**config.mk**
```make
export PLATFORM = sky130hd
export DESIGN_NAME = waveform_analyzer
export DESIGN_NICKNAME = d
export VERILOG_FILES = /design/src/rtl/waveform_analyzer.sv
export SDC_FILE = /design/constraint.sdc
export NUM_CORES = 1
export LEC_CHECK = 0
export ABC_CLOCK_PERIOD_IN_PS = 2800
export CORE_ASPECT_RATIO = 0.9
export CORE_MARGIN = 2
export CORE_UTILIZATION = 46
export CTS_BUF_LIST = sky130_fd_sc_hd__clkbuf_4 sky130_fd_sc_hd__clkbuf_8 sky130_fd_sc_hd__clkbuf_16
export DETAILED_ROUTE_END_ITERATION = 10
export GPL_TIMING_DRIVEN = 0
export PLACE_DENSITY = 0.66
export SETUP_SLACK_MARGIN = 0.5
export SYNTH_ARGS = -nofsm -noshare
export SYNTH_HDL_FRONTEND = slang
export SYNTH_SLANG_ARGS = --single-unit
export TNS_END_PERCENT = 1
```
**constraint.sdc**
```tcl
create_clock -name clk -period 2.8 [get_ports clk]
set_input_delay 0.56 -clock clk [delete_from_list [all_inputs] [get_ports clk]]
set_output_delay 0.56 -clock clk [all_outputs]
set_load 0.03 [all_outputs]
```
**src/rtl/waveform_analyzer.sv**
```systemverilog
// waveform_analyzer: measures the period of an asynchronous square wave in
// clk cycles and classifies it into a frequency band.
// wave_in is synchronized, rising edges are detected, and a counter measures
// the time between consecutive rises. A timeout flags loss of signal.
// Optional feature: define WAVE_AVG_EN to report the average of the last four
// periods instead of the raw single period.
module waveform_analyzer #(
    parameter int SYNC_STAGES = 2,
    parameter int HIGH_MAX    = 16,
    parameter int LOW_MIN     = 64,
    parameter int TIMEOUT     = 1023
) (
    input  logic        clk,
    input  logic        reset,
    input  logic        enable,
    input  logic        wave_in,
    output logic [15:0] period_out,
    output logic [1:0]  freq_label,
    output logic        meas_valid,
    output logic        timeout
);

    typedef enum logic [1:0] {
        IDLE    = 2'd0,
        ARM     = 2'd1,
        MEASURE = 2'd2
    } state_t;

    localparam logic [1:0] LABEL_LOW  = 2'b00;
    localparam logic [1:0] LABEL_MID  = 2'b01;
    localparam logic [1:0] LABEL_HIGH = 2'b10;
    localparam logic [1:0] LABEL_NONE = 2'b11;

    // Band classification of a period value.
    function automatic logic [1:0] band_of(input logic [15:0] p);
        if (p <= 16'(HIGH_MAX)) begin
            return LABEL_HIGH;
        end else if (p >= 16'(LOW_MIN)) begin
            return LABEL_LOW;
        end else begin
            return LABEL_MID;
        end
    endfunction

    logic [SYNC_STAGES-1:0] sync_q, sync_d;
    logic                   wave_d_q, wave_d_d;
    logic                   wave_s;
    logic                   rise;

    state_t      state_q, state_d;
    logic [15:0] cnt_q, cnt_d;
    logic [15:0] period_q, period_d;
    logic [1:0]  label_q, label_d;
    logic        valid_q, valid_d;
    logic        timeout_q, timeout_d;

    logic        meas_evt;
    logic        tmo_evt;
    logic [15:0] meas_period;
    logic        meas_ok;

    assign wave_s = sync_q[SYNC_STAGES-1];
    assign rise   = wave_s & ~wave_d_q;

    // Synchronizer shift and one-cycle delay for edge detection.
    always_comb begin
        sync_d   = {sync_q[SYNC_STAGES-2:0], wave_in};
        wave_d_d = wave_s;
    end

    // Synchronizer and edge-detect registers.
    always_ff @(posedge clk or negedge reset) begin
        if (!reset) begin
            sync_q   <= '0;
            wave_d_q <= 1'b0;
        end else begin
            sync_q   <= sync_d;
            wave_d_q <= wave_d_d;
        end
    end

    // Measurement and timeout events; a rise always beats the timeout.
    always_comb begin
        meas_evt = enable && (state_q == MEASURE) && rise;
        tmo_evt  = enable && (state_q != IDLE) && !rise && (cnt_q == 16'(TIMEOUT));
    end

`ifdef WAVE_AVG_EN
    // Four-entry period history with a running sum; the reported period is
    // the truncated mean once the history is full.
    logic [15:0] hist_q [4];
    logic [15:0] hist_d [4];
    logic [17:0] sum_q, sum_d;
    logic [2:0]  fill_q, fill_d;
    logic [1:0]  ptr_q, ptr_d;
    logic [17:0] sum_new;
    logic        clr_hist;

    assign clr_hist = !enable || tmo_evt;
    // Oldest entry is replaced, so its value leaves the sum as the new one enters.
    assign sum_new  = sum_q + {2'b00, cnt_q} - {2'b00, hist_q[ptr_q]};

    // Averaged result offered to the main FSM for the current measurement.
    always_comb begin
        meas_period = sum_new[17:2];
        meas_ok     = (fill_q >= 3'd3);
    end

    // History bookkeeping: clear on loss of signal or disable, append on measure.
    always_comb begin
        for (int i = 0; i < 4; i++) begin
            hist_d[i] = hist_q[i];
        end
        sum_d  = sum_q;
        fill_d = fill_q;
        ptr_d  = ptr_q;
        if (clr_hist) begin
            for (int i = 0; i < 4; i++) begin
                hist_d[i] = '0;
            end
            sum_d  = '0;
            fill_d = '0;
            ptr_d  = '0;
        end else if (meas_evt) begin
            hist_d[ptr_q] = cnt_q;
            sum_d         = sum_new;
            ptr_d         = ptr_q + 2'd1;
            fill_d        = (fill_q == 3'd4) ? 3'd4 : fill_q + 3'd1;
        end
    end

    // History entry registers.
    for (genvar gi = 0; gi < 4; gi++) begin : g_hist
        always_ff @(posedge clk or negedge reset) begin
            if (!reset) begin
                hist_q[gi] <= '0;
            end else begin
                hist_q[gi] <= hist_d[gi];
            end
        end
    end

    // Running sum, fill level and write pointer registers.
    always_ff @(posedge clk or negedge reset) begin
        if (!reset) begin
            sum_q  <= '0;
            fill_q <= '0;
            ptr_q  <= '0;
        end else begin
            sum_q  <= sum_d;
            fill_q <= fill_d;
            ptr_q  <= ptr_d;
        end
    end
`else
    // Raw mode: every measurement is reported directly.
    always_comb begin
        meas_period = cnt_q;
        meas_ok     = 1'b1;
    end
`endif

    // FSM next state, period counter and output updates.
    always_comb begin
        state_d   = state_q;
        cnt_d     = cnt_q;
        period_d  = period_q;
        label_d   = label_q;
        valid_d   = 1'b0;
        timeout_d = timeout_q;
        if (!enable) begin
            state_d = IDLE;
            cnt_d   = '0;
        end else begin
            unique case (state_q)
                IDLE: begin
                    state_d = ARM;
                end
                ARM, MEASURE: begin
                    if (rise) begin
                        state_d = MEASURE;
                        cnt_d   = 16'd1;
                    end else if (tmo_evt) begin
                        state_d   = ARM;
                        cnt_d     = '0;
                        timeout_d = 1'b1;
                        label_d   = LABEL_NONE;
                    end else begin
                        cnt_d = cnt_q + 16'd1;
                    end
                end
                default: begin
                    state_d = IDLE;
                    cnt_d   = '0;
                end
            endcase
            if (meas_evt) begin
                timeout_d = 1'b0;
                if (meas_ok) begin
                    period_d = meas_period;
                    label_d  = band_of(meas_period);
                    valid_d  = 1'b1;
                end
            end
        end
    end

    // FSM and output registers.
    always_ff @(posedge clk or negedge reset) begin
        if (!reset) begin
            state_q   <= IDLE;
            cnt_q     <= '0;
            period_q  <= '0;
            label_q   <= LABEL_NONE;
            valid_q   <= 1'b0;
            timeout_q <= 1'b0;
        end else begin
            state_q   <= state_d;
            cnt_q     <= cnt_d;
            period_q  <= period_d;
            label_q   <= label_d;
            valid_q   <= valid_d;
            timeout_q <= timeout_d;
        end
    end

    assign period_out = period_q;
    assign freq_label = label_q;
    assign meas_valid = valid_q;
    assign timeout    = timeout_q;

endmodule

```
### Yosys cells after proc, flatten, opt, wreduce, memory -nomap -nowiden

Cells that the tools add are included.

* register bits: 41
* bits in latches: 0
* RAM bits: 0
* memory bits (read-only): 0
* memories: 0

* add/subtract/negate cells: 1
* multipliers: 0
* divide/modulo/power cells: 0
* magnitude comparators: 2
* eq/ne operators: 6
* shifts and indexed selects: 0
* multiplexer cells: 20
* bitwise logic cells: 2
* reductions and logical operators: 13

Operators with widths (number)
* $mux W16: 3
* $pmux W16 S2: 1
* $add A16 B1 Y16 const B: 1
* $eq A16 B10 Y1 const B: 1
* $ge A16 B7 Y1 const B: 1
* $le A16 B5 Y1 const B: 1
* $mux W2: 8
* $mux W1: 7
* $reduce_bool A2 Y1: 3
* $logic_and A1 B1 Y1: 5
* $ne A4 B4 Y1 const B: 1
* $pmux W2 S2: 1
* $reduce_and A4 Y1: 1
* $eq A2 B1 Y1 const B: 1
* $eq A2 B2 Y1 const B: 1
* $logic_not A2 Y1: 1
* $ne A2 B1 Y1 const B: 1
* $ne A2 B2 Y1 const B: 1
* $reduce_and A2 Y1: 1
* $reduce_or A2 Y1: 1
* $and A1 B1 Y1: 1
* $logic_not A1 Y1: 1
* $not A1 Y1: 1

### Logic depth before layout (Yosys ltp)

* depth after elaboration: 9
* mapped depth: 8
* gate-level depth less buffers: 7

### Worst setup path after synthesis

Ideal clock, no wire load.

* path kind: flip-flop to flip-flop
* from: reg state_q[0]
* to: reg cnt_q[8]
* library setup time: 0.068 ns
* arrival: 1.599 ns
* required time: 2.732 ns
* slack: 1.133 ns
* stages on the path, launching flop included: 7
* clock period less this slack: 1.667 ns
* path through: dfrtp_1 inv_1 ha_1 nand3_1 a211o_2 or3_1 nand3_1

* longest elaborated chain between the ends: 8
* elaborated cells between the ends (all ways): 13
* those cells by class: eq/ne (3); mux (4); reduce/logical (6)

RTL lines
* from (decl): line 50 `state_t state_q, state_d;`
* from (signal assigned): line 218 `state_q <= state_d;`
* $reduce_bool A2 Y1: line 85 `tmo_evt = enable && (state_q != IDLE) && !rise && (cnt_q == 16'(TIMEOUT));`
* $logic_and A1 B1 Y1 (3 in a row): line 85
* $mux W16: line 183 `end else if (tmo_evt) begin`
* $mux W16: line 180 `if (rise) begin`
* $pmux W16 S2: line 175 `unique case (state_q)`
* $mux W16: line 171 `if (!enable) begin`
* to (signal assigned): line 219 `cnt_q <= cnt_d;`
* to (decl): line 51 `logic [15:0] cnt_q, cnt_d;`

Several ways; a longest one is shown, not always the timed one.
A chain may end at the register's enable or synchronous reset.

### Final worst setup path

* from: in enable
* to: reg cnt_q[13]

* longest elaborated chain between the ends: 7
* elaborated cells between the ends (all ways): 8
* those cells by class: eq/ne (1); mux (4); reduce/logical (3)

RTL lines
* from (decl): line 15 `input logic enable,`
* $logic_and A1 B1 Y1 (3 in a row): line 85
* $mux W16: line 183
* $mux W16: line 180
* $pmux W16 S2: line 175
* $mux W16: line 171

Several ways; a longest one is shown, not always the timed one.

==> summary.md <==
| Metric | Value |
|---|---|
| TNS Setup | 0 ns |
| Avg WL per Cell | 14.4 µm |
| Die X | 73.8 µm |
| Slowest cell on crit path | clkdlybuf4s50_1 |
| All-Layer GR Usage | 0.201 |
| Row Count | 22 |
| Post-DP Area | 2320 µm² |
| Mux cell area share after synthesis | 0.00994 |
| LEAKAGE | 1.18 nW |
| Register area share after synthesis | 0.511 |
| Non-Filler Instances | 301 |
| Predominant post-synthesis flop cell | dfrtp_1 |
| Port bufs | 23 |
| Critical path class | in2reg |
| Final Setup Violations | 0 |
| Count of cell types in the netlist | 43 |
| Least-Margin Pin Slew | 0.480 ns |
| Post-synthesis xor/xnor area fraction | 0 |
| Reg2reg path depth | 8 |
| Initial core utilization | 0.488 |
| Final nets | 261 |
| Post-Synth Adder-Cell Area | 0.0311 |
| MaxCap Viol Count | 0 |
| Post-synth EDFFs | 0 |
| Hold Slack | 0.155 ns |
| Die height | 66.8 µm |
| Post-Syn Nets | 230 |
| Crit path max-delay family | buffers and inverters |
| Rel. slew slack | 0.680 |
| Antenna violations before repair | 0 |
| Clock Sinks | 41 |
| Clock-pin slew on the worst setup and hold paths | 0.09 ns |
| Core Region | 4130 µm² |
| Seq cells post-synth | 41 |
| Synth Cell Area | 2010 µm² |
| Yosys top cell area share | 0.484 |
| Area share of and/or/nand/nor cells after synthesis | 0.276 |
| Period utilization | 0.734 |
| Max VDD drop | 0.000365 V |
| Main combinational cell family by area after synthesis | simple AND/OR/NAND/NOR gates |
| Syn. warnings | 0 |
| CP arrival | 2.23 ns |
| Pre-CTS setup slack | 0.286 ns |
| Vias in the first global route | 1517 |
| Critical-path cell list | clkdlybuf4s50_1 -> nand2_1 -> nor3_2 -> a21boi_0 -> nand3_1 -> o311ai_0 |
| Antenna Nets Post-Route | 0 |
| DR pass1 iterations | 4 |
| GPL Wtd Cong | 0.901 |
| Unrepaired setup endpoints after global routing | false |
| Compound-Gate Fraction of Synth Area | 0.126 |
| Vias | 1674 |
| Setup crit start kind | input pin |
| Grt ovf | 0 |
| Clock skew | 0.00785 ns |
| Post-route setup slack | 0.746 ns |
| Largest net degree at the start of global routing | 29 |
| Post-synth top area cell | dfrtp_1 |
| Vias/cell | 5.56 |
| Final-report max-slew violation count | 0 |
| Fin crit period | 2.05 ns |
| Diode count | 0 |
| Worst EP required | 2.98 ns |
| WP buf/inv | 1 |
| Post-synthesis async set-or-reset flop share | 1.00 |
| First-pass GRT wire length | 7450 µm |
| CTS HTree Levels | 2 |
| Share of layout cells above drive strength 1 | 0.119 |
| CTS root buffer | clkbuf_8 |
| Most frequent cells after synthesis | 59 x nand2_1, 39 x dfrtp_1, 17 x nand3_1 |
| Post-synthesis cell count | 221 |
| Placed cell count | 293 |
| Die area | 4930 µm² |
| Ports | 24 |
| Worst R2R Setup Slack | 0.84 ns |
| Min-Delay Path Class | in2async |
| Drt total wl | 4330 µm |
| CP max stage delay | 0.59 ns |
| Initial DRC count | 123 |
| Final hold vios | 0 |
| Clock latency on the worst-skew pair | 0.30 ns |
| Syn avg cell area | 9.12 µm² |
| Reg-to-Reg Start | cnt_q[0] |
| TritonCTS clock tree | built |
| Total CTS buffers | 5 |
| Top cells by area, synth | dfrtp_1 48%, nand2_1 11%, nand3_1 4.2% |
| Crit path capture type | flop |
| Power Dens Cells | 557 nW/µm² |
| Post-route cell area | 2460 µm² |
| Crit-path max FO | 7 |
| Status | completed |
| Post-DP HPWL | 3130 µm |
| DRC errors left | 0 |
| Reg-to-reg critical path endpoint | cnt_q[11] |
| Most common cell in the netlist | nand2_1 |
| Maximum root-to-sink buffer count | 2 |
| Area growth, synth to finish | 22.2% |
| Max Clk Rate | 487 MHz |
final cells by class:
| class | instances | area, µm² |
|---|---|---|
| fillers | 391 | 1670 |
| flip-flops and latches | 41 | 1030 |
| clock inverters | 3 | 68.8 |
| multi-input cells | 160 | 898 |
| inverters | 8 | 30.0 |
| clock buffers | 5 | 68.8 |
| repair buffers | 24 | 245 |
| plain buffers | 12 | 62.6 |
| well taps | 48 | 60.1 |
cells by family after synthesis:
logic type               after synthesis
adder cells (fa/ha/maj)                5
AO/OA/AOI/OAI                         38
multiplexers                           2
AND/OR/NAND/NOR                      115
buffers and inverters                 20
flip-flops                            41
routing by layer:
metal / vias up / share of wire / GRT usage
met4: 0 / 0.012 / 0.0614
met2: 45 / 0.44 / 0.292
met1: 802 / 0.51 / 0.300
li1: 822 / - / -
met5: - / 0 / 0
met3: 5 / 0.041 / 0.0363
worst reg2reg max path, delay by kind of cell, from the launching register on:
kind,cells,cell delay [ns]
buffers and inverters,2,0.46
AOI/OAI and AO/OA,3,0.42
adders and majority gates,1,0.23
and+or+nand+nor,2,0.32
DFF,1,0.41
cell usage in the layout, fill, tap and decap left out, types with 2 or more instances in the layout:
master	n
o311ai_0	2
a211o_1	2
a31oi_1	2
nor2_1	8
nand4_1	4
nand3_1	17
bufinv_16	2
nor3_2	2
dfstp_2	2
clkdlybuf4s50_1	22
a21oi_1	11
inv_1	7
and3_1	8
clkbuf_8	5
buf_2	6
nor3_1	4
clkbuf_1	3
ha_1	5
nor2b_1	2
or3_1	2
mux2i_1	2
buf_4	3
dfrtp_1	39
o31ai_1	2
nand2_1	59
o21ai_0	9
nand2b_1	2
how the worst max path moves through the flow:
stage               startpoint        endpoint  depth (start not counted)
finish                  enable       cnt_q[13]                          6
global route            enable       cnt_q[13]                          6
CTS                     enable       cnt_q[13]                          6
detailed placement      enable       cnt_q[13]                          6
global placement         reset  period_out[13]                          1
floorplan           state_q[0]        cnt_q[8]                          6
registers in the layout, indices dropped and copies added (netlist names):
register    count
cnt_q          16
period_out     16
freq_label      2
state_q         2
sync_q          2
meas_valid      1
timeout         1
wave_d_q        1
timing repair:
item,CTS,global route
resized for setup,0,1
endpoints found under the hold margin,0,0
hold buffers,0,0
setup endpoints to repair,0,3
buffers inserted,0,0
through the flow:
stage	utilization	total power, mW
finish	0.596	1.37
global route	0.596	1.44
CTS	0.595	1.38
detailed placement	0.562	0.809
global placement	0.558	0.803
floorplan	-	0.745
power breakdown:
part,internal [mW],switching [mW],total (mW)
Clock,0.359,0.214,0.573
Combinational,0.0604,0.111,0.171
Sequential,0.615,0.0123,0.628
Total,1.03,0.337,1.37
Power figures use the tool's default switching activity.
